## config.mk

```make
export PLATFORM = sky130hd
export DESIGN_NAME = usb_bus_arb
export DESIGN_NICKNAME = d
export VERILOG_FILES = /design/src/rtl/usb_bus_arb.sv
export SDC_FILE = /design/constraint.sdc
export NUM_CORES = 1
export LEC_CHECK = 0
export CAP_MARGIN = 20
export CELL_PAD_IN_SITES_DETAIL_PLACEMENT = 1
export CELL_PAD_IN_SITES_GLOBAL_PLACEMENT = 2
export CORE_ASPECT_RATIO = 1.25
export CORE_MARGIN = 3
export CORE_UTILIZATION = 10
export CTS_CLUSTER_DIAMETER = 30
export CTS_CLUSTER_SIZE = 30
export DETAILED_ROUTE_END_ITERATION = 16
export PLACE_DENSITY_LB_ADDON = 0.1
export SYNTH_ARGS = -nofsm -noshare
export SYNTH_HDL_FRONTEND = slang
export SYNTH_SLANG_ARGS = --single-unit
export TNS_END_PERCENT = 20
```

## constraint.sdc

```tcl
create_clock -name clk -period 3.4 [get_ports clk]
set_clock_uncertainty 0.05 [all_clocks]
set_input_delay 1.02 -clock clk [delete_from_list [all_inputs] [get_ports clk]]
set_output_delay 1.02 -clock clk [all_outputs]
set_load 0.02 [all_outputs]
```

## src/rtl/usb_bus_arb.sv

```systemverilog
// Two-master round-robin arbiter for the USB core bus; optional ack watchdog under USB_BUS_ARB_WATCHDOG_EN.
// Latency: s_cyc follows a seen request by 1 cycle; acks and read data pass through combinationally.
// Backpressure: a losing master holds cyc until granted; the owner keeps the bus until s_ack, abort or watchdog.
module usb_bus_arb #(
  parameter int TIMEOUT = 63,
  parameter int ADDR_W  = 12
) (
  input  logic              clk,
  input  logic              rst,
  input  logic [ADDR_W-1:0] m0_addr,
  input  logic [15:0]       m0_din,
  output logic [15:0]       m0_dout,
  input  logic              m0_cyc,
  input  logic              m0_we,
  output logic              m0_ack,
  output logic              m0_err,
  input  logic [ADDR_W-1:0] m1_addr,
  input  logic [15:0]       m1_din,
  output logic [15:0]       m1_dout,
  input  logic              m1_cyc,
  input  logic              m1_we,
  output logic              m1_ack,
  output logic              m1_err,
  output logic [ADDR_W-1:0] s_addr,
  output logic [15:0]       s_din,
  input  logic [15:0]       s_dout,
  output logic              s_cyc,
  output logic              s_we,
  input  logic              s_ack,
  output logic [1:0]        grant
);

  typedef enum logic [1:0] {IDLE, OWN0, OWN1, GAP} state_t;

  state_t state_q, state_d;
  logic   last_m1_q, last_m1_d;
  logic   own0, own1, wd_expire;

  assign own0 = (state_q == OWN0);
  assign own1 = (state_q == OWN1);

  if (TIMEOUT < 2 || TIMEOUT > 255) begin : g_timeout_check
    $error("usb_bus_arb: TIMEOUT must be within 2..255");
  end

`ifdef USB_BUS_ARB_WATCHDOG_EN
  localparam logic [7:0] WD_LAST = 8'(TIMEOUT - 1);

  logic [7:0] wd_cnt_q, wd_cnt_d;

  // A same-cycle s_ack always beats expiry.
  assign wd_expire = (own0 || own1) && !s_ack && (wd_cnt_q == WD_LAST);

  always_comb begin
    wd_cnt_d = wd_cnt_q;
    if (!(own0 || own1))
      wd_cnt_d = '0;
    else if (!s_ack)
      wd_cnt_d = wd_cnt_q + 8'd1;
  end

  always_ff @(posedge clk) begin
    if (rst)
      wd_cnt_q <= '0;
    else
      wd_cnt_q <= wd_cnt_d;
  end
`else
  assign wd_expire = 1'b0;
`endif

  always_ff @(posedge clk) begin
    if (rst) begin
      state_q   <= IDLE;
      last_m1_q <= 1'b1;
    end else begin
      state_q   <= state_d;
      last_m1_q <= last_m1_d;
    end
  end

  // Round robin: on contention the master not granted last wins.
  always_comb begin
    state_d   = state_q;
    last_m1_d = last_m1_q;
    case (state_q)
      IDLE: begin
        if (m0_cyc && (!m1_cyc || last_m1_q)) begin
          state_d   = OWN0;
          last_m1_d = 1'b0;
        end else if (m1_cyc) begin
          state_d   = OWN1;
          last_m1_d = 1'b1;
        end
      end
      OWN0: if (s_ack || !m0_cyc || wd_expire) state_d = GAP;
      OWN1: if (s_ack || !m1_cyc || wd_expire) state_d = GAP;
      GAP:  state_d = IDLE;
      default: state_d = IDLE;
    endcase
  end

  // Everything is forced quiet while rst is high, even if the state has not yet been cleared.
  always_comb begin
    s_addr  = '0;
    s_din   = '0;
    s_we    = 1'b0;
    s_cyc   = 1'b0;
    m0_ack  = 1'b0;
    m1_ack  = 1'b0;
    m0_err  = 1'b0;
    m1_err  = 1'b0;
    m0_dout = '0;
    m1_dout = '0;
    grant   = 2'b00;
    if (!rst) begin
      if (own0) begin
        grant   = 2'b01;
        s_addr  = m0_addr;
        s_din   = m0_din;
        s_we    = m0_we;
        s_cyc   = m0_cyc;
        m0_ack  = s_ack | wd_expire;
        m0_err  = wd_expire;
        m0_dout = s_ack ? s_dout : '0;
      end else if (own1) begin
        grant   = 2'b10;
        s_addr  = m1_addr;
        s_din   = m1_din;
        s_we    = m1_we;
        s_cyc   = m1_cyc;
        m1_ack  = s_ack | wd_expire;
        m1_err  = wd_expire;
        m1_dout = s_ack ? s_dout : '0;
      end
    end
  end

endmodule

```

==> results of run 1 <==
==> registers in the layout, indices dropped and copies added (netlist names) <==
signal / cells
last_m1_q: 1
state_q: 2
==> per-stage QoR <==
step                 util  setup TNS, ps
floorplan               -              0
global placement    0.302         -32150
detailed placement  0.302         -32490
CTS                 0.306           -342
global route        0.294          -40.0
finish              0.294              0
==> worst min path at each step <==
stage / startpoint / end / slack [ps] / cells after the start
4_1_cts: state_q[1] / state_q[1] / 430 / 2
2_1_floorplan: state_q[1] / state_q[1] / 400 / 2
3_3_place_gp: state_q[1] / state_q[1] / 410 / 2
6_report: state_q[1] / state_q[1] / 420 / 2
5_1_grt: state_q[1] / state_q[1] / 460 / 2
3_5_place_dp: state_q[1] / state_q[1] / 430 / 2
==> power groups by stage <==
stage               clock network (W)  logic, W  registers (W)
floorplan                           0  0.000489      0.0000592
global placement                    0  0.000918      0.0000607
detailed placement                  0  0.000919      0.0000613
CTS                          0.000106  0.000880      0.0000611
global route                 0.000111  0.000909      0.0000641
finish                       0.000103  0.000840      0.0000605
==> kinds of logic (layout without fill, tap and decap cells) <==
logic type,count (synthesis),count (layout),synth area share
adder cells (fa/ha/maj),4,4,0.0601
other,1,2,0.00450
AO/OA/AOI/OAI,37,37,0.386
AND/OR/NAND/NOR,46,47,0.353
buffers and inverters,15,161,0.125
flip-flops,3,3,0.0721
==> area by class of cell <==
class                   count  share of cell area
repair buffers            154               0.599
clock buffers               4              0.0192
flip-flops and latches      3              0.0256
multi-input cells          90               0.300
inverters                   3             0.00481
well taps                  95              0.0507
==> repair_timing <==
item,CTS,global route
endpoints found under the setup margin,66,26
buffers inserted,1,0
gates resized for setup,84,44
hold endpoints to repair,0,0
cloned,2,0
pin swaps,1,0
==> worst register-to-register path, stage by stage, from the launching register on <==
cell and delay [ps]:
dfxtp_1 340, inv_1 80, ha_1 320, a22oi_2 210
o2bb2ai_2 110, or2_1 230, a21oi_1 130
==> cell usage after synthesis, drive strengths merged (2+ instances only) <==
library cell	n	share of area
a21oi	2	0.012
nand2	4	0.018
inv	3	0.014
ha	4	0.060
buf	12	0.11
dfxtp	3	0.072
and2	32	0.24
nor2b	2	0.015
a22o	29	0.30
nor2	2	0.0090
o22ai	2	0.015
==> routing by layer <==
metal	up-vias	wire [µm]	track usage
li1	684	-	-
met1	617	2010	0.110
met2	103	2750	0.213
met3	2	683	0.0366
met4	0	21	0.00987
met5	-	0	0
==> results_dict.tcl, run 1 <==
set metrics [dict create \
    die_h_um 108 \
    whs_ps 417 \
    power.total_w 0.00100 \
    p_switching_w 0.000476 \
    p_leak_nw 1.15 \
    rsz0062_at_grt "yes" \
    cts_buffer_depth 2 \
    io_buffers 144 \
    multiInputGateArea_um2 703 \
    finalCriticalPeriod_ps 3350 \
    post_synth_num_cell_types 24 \
    clockPowerShare 0.103 \
    drt_iter0_drc 19 \
    crit_fanout 15 \
    crit_path_end "s_din[3]" \
    postPlaceCellArea_um2 2410 \
    peakVddDrop_uv 145 \
    grt_pass1_vias 1437 \
    overflow 0 \
    power.internal_w 0.000528 \
    clkTransAtPathRegs_ps 30 \
    timing.reg2reg.setup_slack_ps 1850 \
    cts_tree "built" \
    vias 1406 \
    crit_type "input port to output port" \
    first_pass_iters 2 \
    seq_power_share 0.060 \
    syn_avg_cell_area_um2 7.86 \
    hold_path.class "register to register" \
    viasPerCell 4.03 \
    fin_crit_sh 0.985 \
    cts_root_buf "clkbuf_8" \
    dominantRegCellSynth "dfxtp_1" \
    grt_pass1_wl_um 7920 \
    ant_nets 0 \
    crit_path_start_kind "input port" \
    dp_hpwl_um 4320 \
    setup_viol 0 \
    rr_worst_depth 6 \
    status "finished, final reports clean" \
    grt_max_degree 30 \
    core.rowCount 36 \
    detailedPlace.worstSlack_ps -583 \
    routedWlPerCell_um 15.7 \
    place_inst 342 \
    ys_seq_area_frac 0.0721 \
    hold_buffers 0 \
    layout_setup_ws_ps 51.7 \
    r2r_start "state_q[1]" \
    path_cells "clkdlybuf4s15_2 > buf_4 > nor2b_4 > buf_12 > a22o_1 > clkdlybuf4s15_1" \
    required_ps 2330 \
    finalInstanceArea_um2 2340 \
    initial_core_util 0.105 \
    fp.dieW_um 87.6 \
    seqCellArea_um2 60.1 \
    ys_seq_elements 3 \
    numCtsBuffers 3 \
    final_cell_mix "77 x clkdlybuf4s50_1, 36 x dlygate4sd2_1, 32 x and2_1" \
    areaGrowthSynthToFinish_pct 181 \
    clkSinkCount 3 \
    h-tree-depth 1 \
    critical_path.slowest_cell "clkdlybuf4s15_1" \
    reg2reg_to "state_q[1]" \
    startpoint "rst" \
    synthCells 106 \
    clock_latency_ps 210 \
    fin_cells 349 \
    maxCapViolations 0 \
    diodes 0 \
    ioPinCount 147 \
    p_sw_frac 0.474 \
    ys_warn_count 0 \
    final_common_cell "clkdlybuf4s50_1" \
    hold_viol_final 0 \
    powerDensity_nw_per_um2 428 \
    fin_nets 338 \
    grt_usage 0.108 \
    power_frac_comb 0.837 \
    cpPeakStageDelay_ps 310 \
    placeableCoreArea_um2 7970 \
    syn_area_um2 833 \
    drcViolationCount 0 \
    synth_edf_count 0 \
    critPathBufInv 4 \
    drive_above_1_share 0.185 \
    fmax_ghz 0.299 \
    nFillCells 972 \
    cp.depth 6 \
    critPathTopFamily "buffers and inverters" \
    arrival_ps 2280 \
    finalMaxSlewViolations 0 \
    antenna_found_initial 0 \
    dieArea_um2 9470 \
    routed_wl_um 5470 \
    async_flop_share 0 \
    gp_congestion 0.706 \
    worst_setup_path_end_kind "output port" \
]
Note: power is estimated with default switching activity, not from simulation.
==> run 2: changes to the inputs <==
==> constraint.sdc (replaced) <==
create_clock -name clk -period 3.4 [get_ports clk]
set_clock_uncertainty 0.05 [all_clocks]
set_input_delay 0.51 -clock clk [delete_from_list [all_inputs] [get_ports clk]]
set_output_delay 0.51 -clock clk [all_outputs]
set_load 0.02 [all_outputs]
==> run 2 against run 1 <==
Net effect: power rose by 5.0%; clock power barely moved; sequential cell count did not move; combinational power rose by 5.7%; sequential power rose by 1%; largest power group unchanged; global-route usage fell by 0.64 points; critical path depth fell by 2.
==> results_dict.tcl, run 2 (synthesis results as in run 1) <==
set metrics [dict create \
    drcViolationCount 0 \
    place_inst 338 \
    hold_path.class "register to register" \
    peakVddDrop_uv 109 \
    cts_root_buf "clkbuf_8" \
    numCtsBuffers 3 \
    overflow 0 \
    powerDensity_nw_per_um2 439 \
    fp.dieW_um 87.6 \
    grt_pass1_vias 1427 \
    cts_buffer_depth 2 \
    rsz0062_at_grt "no" \
    drt_iter0_drc 38 \
    crit_path_start_kind "input port" \
    fin_crit_sh 0.883 \
    grt_max_degree 31 \
    die_h_um 108 \
    largest_reg_flops 2 \
    finalCriticalPeriod_ps 3000 \
    regMostFlops "state_q" \
    routedWlPerCell_um 15.1 \
    ctsResizeCount 0 \
    h-tree-depth 1 \
    p_leak_nw 0.898 \
    fin_nets 331 \
    io_buffers 144 \
    crit_type "input port to output port" \
    vias 1367 \
    core.rowCount 36 \
    viasPerCell 4.00 \
    nFillCells 941 \
    setup_viol 0 \
    ant_nets 0 \
    status "finished, final reports clean" \
    fmax_ghz 0.333 \
    postCtsSetupBuffers 0 \
    initial_core_util 0.105 \
    final_common_cell "clkdlybuf4s50_1" \
    required_ps 2840 \
    dieArea_um2 9470 \
    ioPinCount 147 \
    maxCapViolations 0 \
    grt_usage 0.101 \
    grt_pass1_wl_um 7440 \
    reg_top3 "state_q (2), last_m1_q (1)" \
    setup_tns_ps 0 \
    gp_congestion 0.697 \
    areaGrowthSynthToFinish_pct 188 \
    finalMaxSlewViolations 0 \
    dp_hpwl_um 4380 \
    clkTransAtPathRegs_ps 30 \
    clkSinkCount 3 \
    crit_fanout 17 \
    hold_viol_final 0 \
    diodes 0 \
    cts_tree "built" \
    placeableCoreArea_um2 7970 \
    drive_above_1_share 0.0486 \
    antenna_found_initial 0 \
    hold_buffers 0 \
    final_cell_mix "144 x clkdlybuf4s50_1, 32 x and2_1, 29 x a22o_1" \
    routed_wl_um 5150 \
    first_pass_iters 3 \
    clock_latency_ps 220 \
    arrival_ps 2440 \
    worst_setup_path_end_kind "output port" \
    fin_cells 342 \
]
## run 2: worst paths after layout
check                                 from          to  slack, ps  cells past startpoint
worst max register to register  state_q[1]  state_q[1]       1880                      6
worst max-delay path                   rst  m1_dout[1]        400                      4
worst min-delay path             last_m1_q   last_m1_q        430                      1
worst min register to register   last_m1_q   last_m1_q        430                      1
## run 2: power by group
group | internal (W) | leakage, nW | switching [W]
sequential | 0.0000516 | 0.0249 | 0.00000977
combinational | 0.000464 | 0.850 | 0.000424
clock | 0.0000800 | 0.0228 | 0.0000245
total | 0.000596 | 0.898 | 0.000458
## run 2: worst max-delay path, cell delays in order
cell and delay (ps):
clkdlybuf4s50_1 620, and4bb_4 550, and2_1 150, clkdlybuf4s50_1 600
## run 2: metrics by stage
| step | area, µm² | util | setup slack [ps] | total power (W) | hold WS [ps] |
|---|---|---|---|---|---|
| 6_report | 2400 | 0.301 | 398 | 0.00105 | 427 |
| 5_1_grt | 2400 | 0.301 | 288 | 0.00113 | 448 |
| 4_1_cts | 2400 | 0.301 | 365 | 0.00108 | 429 |
| 3_5_place_dp | 2360 | 0.296 | 369 | 0.000964 | 419 |
| 3_3_place_gp | 2360 | 0.296 | 369 | 0.000964 | 416 |
| 2_1_floorplan | 837 | - | 1480 | 0.000548 | 396 |
## run 2: layout make-up
type,count,area (µm²),area share
tap,95,119,0.0495
sequential,3,60.1,0.0250
timing repair buffer,148,1480,0.618
multi-input combinational,89,682,0.284
clock buffer,4,45.0,0.0188
inverter,3,11.3,0.00469
## run 2: layer usage
metal  GRT usage  vias up  wire (µm)  part of all wire
li1            -      663          -                 -
met1      0.0942      597       1760              0.34
met2       0.210      103       2720              0.53
met3      0.0274        4        632              0.12
met4      0.0230        0         41            0.0080
met5           0        -          0                 0
==> run 3: changes to the inputs <==
Settings changed: SKIP_LAST_GASP set to 1.
==> results of run 3 <==
Final layout, timing and power as in run 2 (identical DEF).
